$ cat config.mk
export PLATFORM = sky130hd
export DESIGN_NAME = ram_arbiter
export DESIGN_NICKNAME = d
export VERILOG_FILES = /design/src/rtl/ram_arbiter_pkg.sv /design/src/rtl/ram_arbiter_rr_pick.sv /design/src/rtl/ram_arbiter.sv
export SDC_FILE = /design/constraint.sdc
export NUM_CORES = 1
export LEC_CHECK = 0
export CAP_MARGIN = 20
export CORE_AREA = 2 2 178 180
export DETAILED_ROUTE_END_ITERATION = 8
export DIE_AREA = 0 0 180 182
export PLACE_DENSITY = 0.5
export SYNTH_ARGS = -nofsm -noshare
export SYNTH_HDL_FRONTEND = slang
export SYNTH_SLANG_ARGS = --single-unit
export TNS_END_PERCENT = 20
$ cat constraint.sdc
create_clock -name clk -period 1.8 [get_ports clk]
set_clock_uncertainty 0.05 [all_clocks]
set_input_delay 0.27 -clock clk [delete_from_list [all_inputs] [get_ports clk]]
set_output_delay 0.27 -clock clk [all_outputs]
set_load 0.02 [all_outputs]
$ cat src/rtl/ram_arbiter_pkg.sv
`default_nettype none
// ram_arbiter_pkg : RAM op/size encodings, arbiter states and alignment helper
// Rev 1.0
package ram_arbiter_pkg;

  localparam int RAM_ADDRW = 16;
  localparam int RAM_BYTE  = 8;
  localparam int RAM_DATAW = 8 * RAM_BYTE;
  localparam int ARB_NREQ  = 2;

  typedef enum logic [1:0] {
    RAM_NOP   = 2'd0,
    RAM_FETCH = 2'd1,
    RAM_STORE = 2'd2
  } ram_op_t;

  typedef enum logic [1:0] {
    SIZE_BYTE = 2'd0,
    SIZE_WORD = 2'd1,
    SIZE_LONG = 2'd2,
    SIZE_QUAD = 2'd3
  } ram_size_t;

  typedef enum logic [1:0] {
    ARB_IDLE  = 2'd0,
    ARB_ISSUE = 2'd1,
    ARB_RESP  = 2'd2
  } state_t;

  // Natural alignment: the low log2(size) address bits must be zero.
  function automatic logic aligned(input logic [2:0] addr_lo, input logic [1:0] size);
    case (size)
      SIZE_BYTE: aligned = 1'b1;
      SIZE_WORD: aligned = (addr_lo[0] == 1'b0);
      SIZE_LONG: aligned = (addr_lo[1:0] == 2'b00);
      default:   aligned = (addr_lo == 3'b000);
    endcase
  endfunction

endpackage
`default_nettype wire

$ cat src/rtl/ram_arbiter_rr_pick.sv
`default_nettype none
// ram_arbiter_rr_pick : round-robin winner selection among the requesting ports
// Rev 1.0
module ram_arbiter_rr_pick
  import ram_arbiter_pkg::*;
(
  input  logic [ARB_NREQ-1:0] req,
  input  logic                rr_ptr,
  output logic                winner,
  output logic                valid
);

  // Port 1 wins when it is the only requester or when the pointer favours it.
  always_comb begin
    valid  = |req;
    winner = req[1] & (~req[0] | rr_ptr);
  end

endmodule
`default_nettype wire

$ cat src/rtl/ram_arbiter.sv
`default_nettype none
// ram_arbiter : shares the single-port RAM between two requesters with
// round-robin arbitration and a fixed IDLE/ISSUE/RESP access sequence. Rev 1.0
module ram_arbiter
  import ram_arbiter_pkg::*;
#(
  parameter int ADDRW = RAM_ADDRW,
  parameter int DATAW = RAM_DATAW
) (
  input  logic             clk,
  input  logic             rst_n,
  input  logic             r0_req,
  input  logic [1:0]       r0_op,
  input  logic [1:0]       r0_size,
  input  logic [ADDRW-1:0] r0_addr,
  input  logic [DATAW-1:0] r0_wdata,
  output logic             r0_gnt,
  output logic             r0_done,
  output logic [DATAW-1:0] r0_rdata,
  output logic             r0_err,
  input  logic             r1_req,
  input  logic [1:0]       r1_op,
  input  logic [1:0]       r1_size,
  input  logic [ADDRW-1:0] r1_addr,
  input  logic [DATAW-1:0] r1_wdata,
  output logic             r1_gnt,
  output logic             r1_done,
  output logic [DATAW-1:0] r1_rdata,
  output logic             r1_err,
  output logic [1:0]       ram_op,
  output logic [1:0]       ram_size,
  output logic [ADDRW-1:0] ram_addr,
  output logic [DATAW-1:0] ram_data_in,
  input  logic [DATAW-1:0] ram_data_out
);

  state_t              state;
  logic                rr_ptr;
  logic                owner;
  logic                fetch_q;
  logic [ARB_NREQ-1:0] gnt_q;
  logic [ARB_NREQ-1:0] done_q;
  logic [ARB_NREQ-1:0] err_q;

  logic [ARB_NREQ-1:0] req;
  logic                winner;
  logic                win_valid;
  logic [1:0]          win_op;
  logic [1:0]          win_size;
  logic [ADDRW-1:0]    win_addr;
  logic [DATAW-1:0]    win_wdata;

  assign req = {r1_req, r0_req};

  ram_arbiter_rr_pick u_pick (
    .req    (req),
    .rr_ptr (rr_ptr),
    .winner (winner),
    .valid  (win_valid)
  );

  assign win_op    = winner ? r1_op    : r0_op;
  assign win_size  = winner ? r1_size  : r0_size;
  assign win_addr  = winner ? r1_addr  : r0_addr;
  assign win_wdata = winner ? r1_wdata : r0_wdata;

  // The ram_* registers double as the latched request of the current owner.
  always_ff @(posedge clk or negedge rst_n) begin
    if (!rst_n) begin
      state       <= ARB_IDLE;
      rr_ptr      <= 1'b0;
      owner       <= 1'b0;
      fetch_q     <= 1'b0;
      gnt_q       <= '0;
      done_q      <= '0;
      err_q       <= '0;
      ram_op      <= RAM_NOP;
      ram_size    <= '0;
      ram_addr    <= '0;
      ram_data_in <= '0;
    end else begin
      gnt_q  <= '0;
      done_q <= '0;
      err_q  <= '0;
      case (state)
        ARB_IDLE: begin
          if (win_valid) begin
            owner   <= winner;
            fetch_q <= (win_op == RAM_FETCH);
            if (aligned(win_addr[2:0], win_size)) begin
              state          <= ARB_ISSUE;
              gnt_q[winner]  <= 1'b1;
              ram_op         <= win_op;
              ram_size       <= win_size;
              ram_addr       <= win_addr;
              ram_data_in    <= win_wdata;
            end else begin
              err_q[winner]  <= 1'b1;
            end
          end
        end
        ARB_ISSUE: begin
          ram_op        <= RAM_NOP;
          done_q[owner] <= 1'b1;
          rr_ptr        <= ~owner;
          state         <= ARB_RESP;
        end
        ARB_RESP: begin
          state <= ARB_IDLE;
        end
        default: begin
          state <= ARB_IDLE;
        end
      endcase
    end
  end

  assign r0_gnt  = gnt_q[0];
  assign r1_gnt  = gnt_q[1];
  assign r0_done = done_q[0];
  assign r1_done = done_q[1];
  assign r0_err  = err_q[0];
  assign r1_err  = err_q[1];

  // The RAM's own output register supplies fetch data during the RESP cycle.
  assign r0_rdata = (done_q[0] && fetch_q) ? ram_data_out : '0;
  assign r1_rdata = (done_q[1] && fetch_q) ? ram_data_out : '0;

endmodule
`default_nettype wire

==> tab_implementation.tex, run 1 <==
\begin{tabular}{lr}
\hline
Metric & Value \\
\hline
\multicolumn{2}{l}{\textbf{Power and ir drop}} \\
P\_sw & 0.00484 W \\
Worst IR Drop VDD & 0.504 mV \\
Fraction of power consumed by combinational cells & 56.1\% \\
Internal power contribution & 0.00886 W \\
Switching share of total power & 35.3\% \\
PwrDens & 1230 nW/um\^{}2 \\
Leak Pwr & 5.45 nW \\
Share of total power in the clock network & 15.9\% \\
Part of the total power dissipated in sequential elements & 28.0\% \\
\multicolumn{2}{l}{\textbf{Worst setup path}} \\
Delay of the slowest cell on the worst path & 390 ps \\
Critical setup path kind & reg -> reg \\
Standard cell with the maximum stage delay on the critical path & dfrtp\_1 \\
Most used cell, CP & buf\_12 \\
Cell type group with the largest total delay on the critical path & buffers and inverters \\
Reg2reg start & rr\_ptr \\
Crit path DAT & 2030 ps \\
Critical path, cell by cell & nand2b\_4, a221oi\_4, o21bai\_4, clkinv\_4, buf\_12, buf\_12, mux2\_4 \\
Crit path launch type & register \\
Worst reg2reg endpoint & ram\_data\_in[21] \\
Worst path bufs/invs & 3 \\
Slack of the worst reg-to-reg path & -50 ps \\
Maximum fanout along the worst path & 12 \\
Endpoint class of the critical path & register \\
Register-to-Register Path Depth & 7 \\
Required @ worst endpoint & 1970 ps \\
\multicolumn{2}{l}{\textbf{Synth}} \\
Top FF cell, synth & dfrtp\_1 \\
Number of synthesized flops with an enable pin & 0 \\
Synth top area share & 40.4\% \\
Synth warnings & 0 \\
Cell type with the highest aggregate area in the netlist & dfrtp\_1 \\
Cells taking the most area after synthesis & dfrtp\_1 (40\%), mux2\_4 (18\%), mux2\_2 (15\%) \\
Sequential area share after synthesis & 40.4\% \\
Mapped cell area & 5880 sq um \\
Synthesized net count & 712 \\
Distinct cell type count of the synthesized netlist & 35 \\
Library cell with the highest instance count after synthesis & and3\_1 \\
Number of cells produced by synthesis & 476 \\
Register bit total from synthesis & 95 \\
Commonest cells in the synthesized netlist & and3\_1 (129), dfrtp\_1 (95), mux2\_2 (78), mux2\_4 (69), clkbuf\_1 (33) \\
Async set-or-reset flop fraction in the synthesized netlist & 100\% \\
Synthesized area per cell & 12.4 sq um \\
\multicolumn{2}{l}{\textbf{Floorplanning}} \\
Die Wd & 180 microns \\
Standard cell core area & 31000 sq um \\
DIE AREA & 32800 sq um \\
Count of pins on the block boundary & 454 \\
Starting Density & 19.0\% \\
Rows & 65 \\
DIE HEIGHT & 182 microns \\
\multicolumn{2}{l}{\textbf{Timing}} \\
Transition time at the pin with the least slew margin & 414 ps \\
Tightest slew margin relative to the limit & 72.4\% \\
RSZ-0062 raised after global routing & true \\
Final WS setup & -52.5 ps \\
Pins Over Slew Limit & 0 \\
Maximum clock rate & 540 MHz \\
Minimum clock period & 1850 ps \\
Final clock period utilization by the worst path & 103\% \\
Count of endpoints failing setup in the final report & 59 \\
Hold Violations, Final & 0 \\
\multicolumn{2}{l}{\textbf{Place}} \\
Instance count after placement with tap cells included & 1316 \\
Dpl ws & -492 ps \\
GPL Wtd Cong & 0.767 \\
Count of buffers inserted at the top-level ports & 453 \\
Placed Instance Area & 11000 sq um \\
Sum of net half-perimeters after detailed placement & 20.4 mm \\
\multicolumn{2}{l}{\textbf{Final layout}} \\
Fillers & 3153 \\
Filler-free cell count of the finished design & 1344 \\
Area Growth Syn to Fin & 89.4\% \\
Number of nets in the layout & 1171 \\
Final design instance area without fill & 11100 sq um \\
Share of cells above drive strength 1 & 37.2\% \\
\multicolumn{2}{l}{\textbf{Clock network}} \\
Total clock sinks & 95 \\
Cts bufs inserted & 9 \\
Clk root buf & clkbuf\_16 \\
Buffers from clock root to sink, at most & 2 \\
Clock transition time at the flip-flop clock pins of the worst setup and hold paths & 70 ps \\
Number of levels in the clock H-tree & 3 \\
Clock tree from TritonCTS & yes \\
Clock latency reported for the late side of the worst-skew pair & 340 ps \\
\multicolumn{2}{l}{\textbf{Flow run}} \\
Max-cap violations & 0 \\
\multicolumn{2}{l}{\textbf{Status}} \\
Failing checks & setup timing \\
Result of the run & complete, but fails checks \\
\multicolumn{2}{l}{\textbf{Global routing}} \\
Via count of the first global-routing pass & 5939 \\
Largest net degree at the start of global routing & 66 \\
Global Route Usage Sum & 14.6\% \\
Wire length of the first global-routing pass & 36.4 mm \\
Remaining global-route overflow & 0 \\
Number of antenna violations at the first check in global routing & 8 \\
\multicolumn{2}{l}{\textbf{Routing}} \\
Detailed Routing Iterations Pass 1 & 4 \\
Post-DR vias/cell & 4.14 \\
Detailed-route DRC error count & 0 \\
Wirelength per Cell & 19.1 microns \\
Total routed wirelength & 25.7 mm \\
Routed vias & 5564 \\
Antenna Nets Post-Route & 0 \\
Count of routing violations after the opening detailed-route iteration & 155 \\
\multicolumn{2}{l}{\textbf{Hold path}} \\
Tightest Hold Check Type & in -> async \\
\hline
\end{tabular}
## placed cells by master, fill, tap and decap left out, types with 2 or more instances in the layout
cell             Yosys  final
a21oi_1              3      2
and3_1             129    128
buf_12               8     12
buf_16               0      2
buf_2                3     98
buf_4                1     22
buf_6                0     20
bufinv_16            0      3
clkbuf_16            0     13
clkdlybuf4s15_2      0     11
clkdlybuf4s50_1      0    315
dfrtp_1             95     94
diode_2              0      4
dlygate4sd2_1        0      2
dlymetal6s2s_1       0      7
inv_1                4      4
mux2_1              16      7
mux2_2              78     78
mux2_4              69     78
mux2i_1              2      2
nand2_1              3      3
nand2b_1             2      2
nor2_1               6      6
o21a_1               2      2
o21ai_0              4      3
o21ai_2              1      2
## layout make-up
type / count / area [sq um] / share of cell area [%]
diodes: 4 / 10.0 / 0.0899
clock buffers: 9 / 225 / 2.02
clock inverters: 5 / 106 / 0.955
inverters: 5 / 23.8 / 0.213
multi-input cells: 330 / 3220 / 28.9
flip-flops and latches: 95 / 2380 / 21.4
well taps: 402 / 503 / 4.52
repair buffers: 494 / 4670 / 41.9
## repair_timing
item / in CTS / in global routing
endpoints found under the setup margin: 212 / 196
pin swaps: 2 / 1
endpoints found under the hold margin: 64 / 0
hold buffers: 1 / 0
buffers inserted: 1 / 3
gates resized for setup: 438 / 126
cloned: 0 / 5
## registers in the layout, indices dropped and copies added (netlist names)
| name | cells |
|---|---|
| ram_data_in | 64 |
| gnt_q | 2 |
| ram_size | 2 |
| done_q | 2 |
| state | 2 |
| ram_addr | 16 |
| fetch_q | 1 |
| err_q | 2 |
| rr_ptr | 1 |
| owner | 1 |
| ram_op | 2 |
## metal layers
metal | GRT usage, % | vias to the layer above | wire [microns] | part of all wire (%)
met4 | 4.23 | 2 | 382 | 1.5
met5 | 0 | - | 13 | 0.051
met3 | 4.49 | 20 | 2040 | 7.9
met2 | 27.1 | 288 | 13300 | 52
met1 | 16.1 | 2621 | 9990 | 39
li1 | - | 2633 | - | -
## logic make-up after synthesis
logic type / count (synthesis) / synth area share, %
AOI/OAI and AO/OA: 18 / 2.62
buffers and inverters: 51 / 5.64
DFF: 95 / 40.4
and+or+nand+nor: 147 / 15.4
muxes: 165 / 36.0
## per-stage QoR
step	TNS [ps]	util, %	hold WS (ps)	total power (W)
floorplan	-446	-	-75.6	0.00766
global placement	-43270	35.6	42.4	0.0114
detailed placement	-44490	35.6	46.4	0.0114
CTS	-4790	36.2	222	0.0136
global route	-8040	35.9	250	0.0144
finish	-2000	35.9	251	0.0137
## power groups by stage
stage	clock (W)	combinational, W	sequential (W)
6_report	0.00218	0.00768	0.00383
5_1_grt	0.00234	0.00808	0.00397
4_1_cts	0.00228	0.00753	0.00384
3_5_place_dp	0	0.00756	0.00380
3_3_place_gp	0	0.00752	0.00384
2_1_floorplan	0	0.00272	0.00494
## worst max-delay path by stage
stage / startpoint / to / slack (ps) / depth (start not counted)
3_5_place_dp: r0_addr[0] / ram_data_in[30] / -490 / 7
6_report: rr_ptr / ram_data_in[21] / -50 / 7
5_1_grt: rr_ptr / ram_addr[3] / -140 / 7
4_1_cts: fetch_q / r0_rdata[63] / -120 / 4
2_1_floorplan: rr_ptr / ram_addr[10] / -10 / 5
3_3_place_gp: r0_addr[0] / ram_addr[15] / -480 / 8
(Power assumes the default switching activity.)
==> run 2: changes to the inputs <==
--- a/config.mk
+++ b/config.mk
@@ -7,6 +7,7 @@
 export LEC_CHECK = 0
 export CAP_MARGIN = 20
 export CORE_AREA = 2 2 178 180
+export CTS_CLUSTER_DIAMETER = 60
 export DETAILED_ROUTE_END_ITERATION = 8
 export DIE_AREA = 0 0 180 182
 export PLACE_DENSITY = 0.5
==> results of run 2 <==
The final DEF is identical to that of run 1; final timing and power are the same.
==> RTL edit (settings of run 2) <==
The package constant `RAM_ADDRW` goes from 16 to 18.
--- a/src/rtl/ram_arbiter_pkg.sv
+++ b/src/rtl/ram_arbiter_pkg.sv
@@ -5,3 +5,3 @@
 
-  localparam int RAM_ADDRW = 16;
+  localparam int RAM_ADDRW = 18;
   localparam int RAM_BYTE  = 8;
Interface: changed (resized r0_addr, r1_addr and ram_addr); port bits go from 454 to 460. No check against the original RTL was run, so the function may have changed too.
==> RTL edit against run 2 <==
The run still ends with negative setup slack left; design area up 0.13%; cell count rose by 1.3%; worst setup slack better by 20 ps; utilization about the same; sequential cell count increased by 2; sequential share of layout area rose by 0.43 points; combinational power grew 2%; die area is the same; wire length increased by 3.5%; power up 0.72%; area after synthesis increased by 0.11%; global-route usage rose by 0.82 points; critical endpoint is now ram_addr[7]$_DFFE_PN0P_; largest cell class unchanged.
==> RTL edit: results (changes against run 2) <==
layout cells sized above 1: 37.9% (+0.74 points)
most frequent cells after synthesis: and3_1 (129), mux2_2 (118), dfrtp_1 (97)
Worst EP arrival: 2020 ps
syn_nets: 722 (+1.4%)
root buf cell: clkbuf_16
Worst VDD drop: 0.000581 V (+15%)
Synth warnings: 0 (unchanged)
Final HPWL DP: 21600 µm (+5.9%)
first-pass GRT wire length: 38100 µm (+4.7%)
via count: 5658 (+1.7%)
worst-margin pin slew: 341 ps (-72.9 ps)
pre-CTS setup slack: -566 ps (-73.3 ps)
clock-pin slew on the worst setup and hold paths: 70 ps (about the same)
Placer Congestion: 0.792 (+3.2%)
Cell variety after synth: 34 (-2.9%)
initial antenna violation count: 9 (+1)
GRT Overall Usage: 15.5% (+0.82 points)
pin count of the biggest net entering global routing: 55 (-17%)
nets: 1189 (+1.5%)
P_sw: 4.94 mW (+2.2%)
crit path max fanout: 10 (-2)
beginning of the critical path: r1_addr[2]
final worst slack: -32.2 ps (+20.3 ps)
Tightest Hold Check Type: input port to async pin
Num CTS Buffers: 9 (unchanged)
max_cap viols: 0 (unchanged)
H-Tree Depth: 3 (unchanged)
violated checks: negative setup slack
1st-iter DRT viols: 123 (-21%)
r2r startpoint: rr_ptr$_DFFE_PN0P_
Port-buffer cells: 459 (+1.3%)
Post-DP Area: 11200 µm² (+1.6%)
max incr delay on CP: 510 ps (+120 ps)
Largest regs: ram_data_in: 64 flops, ram_addr: 18 flops
Fin. Hold Viols: 0 (unchanged)
crit path max-delay cell type: clkdlybuf4s50_1
first drt pass iteration count: 4 (unchanged)
vias in the first global route: 5912 (-0.45%)
Finish-stage setup viols: 76 (+29%)
register area share after synthesis: 41.2% (+0.81 points)
Post-synth ARST share: 100% (unchanged)
Synth Flop Type: dfrtp_1
status: finished with violations
top cells by area, synth: dfrtp_1 (41%), mux2_2 (23%), and3_1 (14%)
P_leak: 5.48 nW (+0.52%)
total wire length: 26600 µm (+3.5%)
Clock Path Buffers: 2 (unchanged)
-- RTL edit: changes by cell type after synthesis --
cell             run 2  this run
buf_6                0         1
buf_12               8         6
buf_4                1         3
mux2_4              69        49
clkbuf_1            33        30
mux2_2              78       118
buf_1                1         0
dfrtp_1             95        97
buf_2                3         6
mux2_1              16         0
-- RTL edit: area by class of cell --
class	instances	area (µm²)
multi-input combinational	334	3240
sequential	97	2430
clock buffer	10	229
fill	3159	19800
inverter	5	31.3
antenna	5	12.5
tap	402	503
clock inverter	6	91.3
timing repair buffer	502	4610
-- RTL edit: worst paths after layout --
kind	endpoint	slack (ps)	cells after the start
max	ram_addr[7]$_DFFE_PN0P_	-30	7
min	ram_data_in[54]$_DFFE_PN0P_	280	2
max reg2reg	ram_size[1]$_DFFE_PN0P_	-20	6
min reg2reg	err_q[1]$_DFF_PN0_	410	1
max in group asynchronous	fetch_q$_DFFE_PN0P_	860	3
min in group clk	ram_addr[0]$_DFFE_PN0P_	370	3
-- RTL edit: metrics by stage --
| step | std cells | TNS, ps |
|---|---|---|
| after floorplan | 482 | 0 |
| after global placement | 1333 | -43830 |
| after detailed placement | 1333 | -49570 |
| after CTS | 1352 | -3550 |
| after global routing | 1359 | -5250 |
| final | 1361 | -1240 |
-- RTL edit: power groups by stage --
| stage | combinational, mW | clock [mW] | sequential, mW |
|---|---|---|---|
| global placement | 7.63 | 0 | 3.88 |
| finish | 7.81 | 2.12 | 3.86 |
| floorplan | 2.62 | 0 | 5.05 |
| CTS | 7.71 | 2.21 | 3.87 |
| global route | 8.22 | 2.29 | 4.01 |
| detailed placement | 7.66 | 0 | 3.87 |
-- RTL edit: kinds of logic after synthesis --
kind of cell | Yosys count | share of synthesized area [%]
AOI/OAI and AO/OA | 18 | 2.61
DFF | 97 | 41.2
muxes | 169 | 35.4
buffers and inverters | 51 | 5.40
and+or+nand+nor | 147 | 15.3
-- RTL edit: timing repair --
item,CTS,global route
resized for setup,513,23
hold buffers,1,0
setup endpoints to repair,209,84
cloned,0,3
pin swaps,2,1
endpoints found under the hold margin,15,0
buffers inserted,2,1
-- RTL edit: per-layer routing --
| metal | vias to the layer above | wire, µm | part of all wire [%] | global-route usage, % |
|---|---|---|---|---|
| met5 | - | 47 | 0.18 | 0 |
| met4 | 6 | 350 | 1.3 | 4.33 |
| met3 | 25 | 2200 | 8.3 | 5.33 |
| met2 | 275 | 13600 | 51 | 28.3 |
| met1 | 2674 | 10400 | 39 | 16.9 |
| li1 | 2678 | - | - | - |
-- RTL edit: critical path: cells and delay by family --
family | cells | cell delay (ps)
AOI/OAI and AO/OA | 3 | 560
buffers and inverters | 3 | 870
muxes | 1 | 290
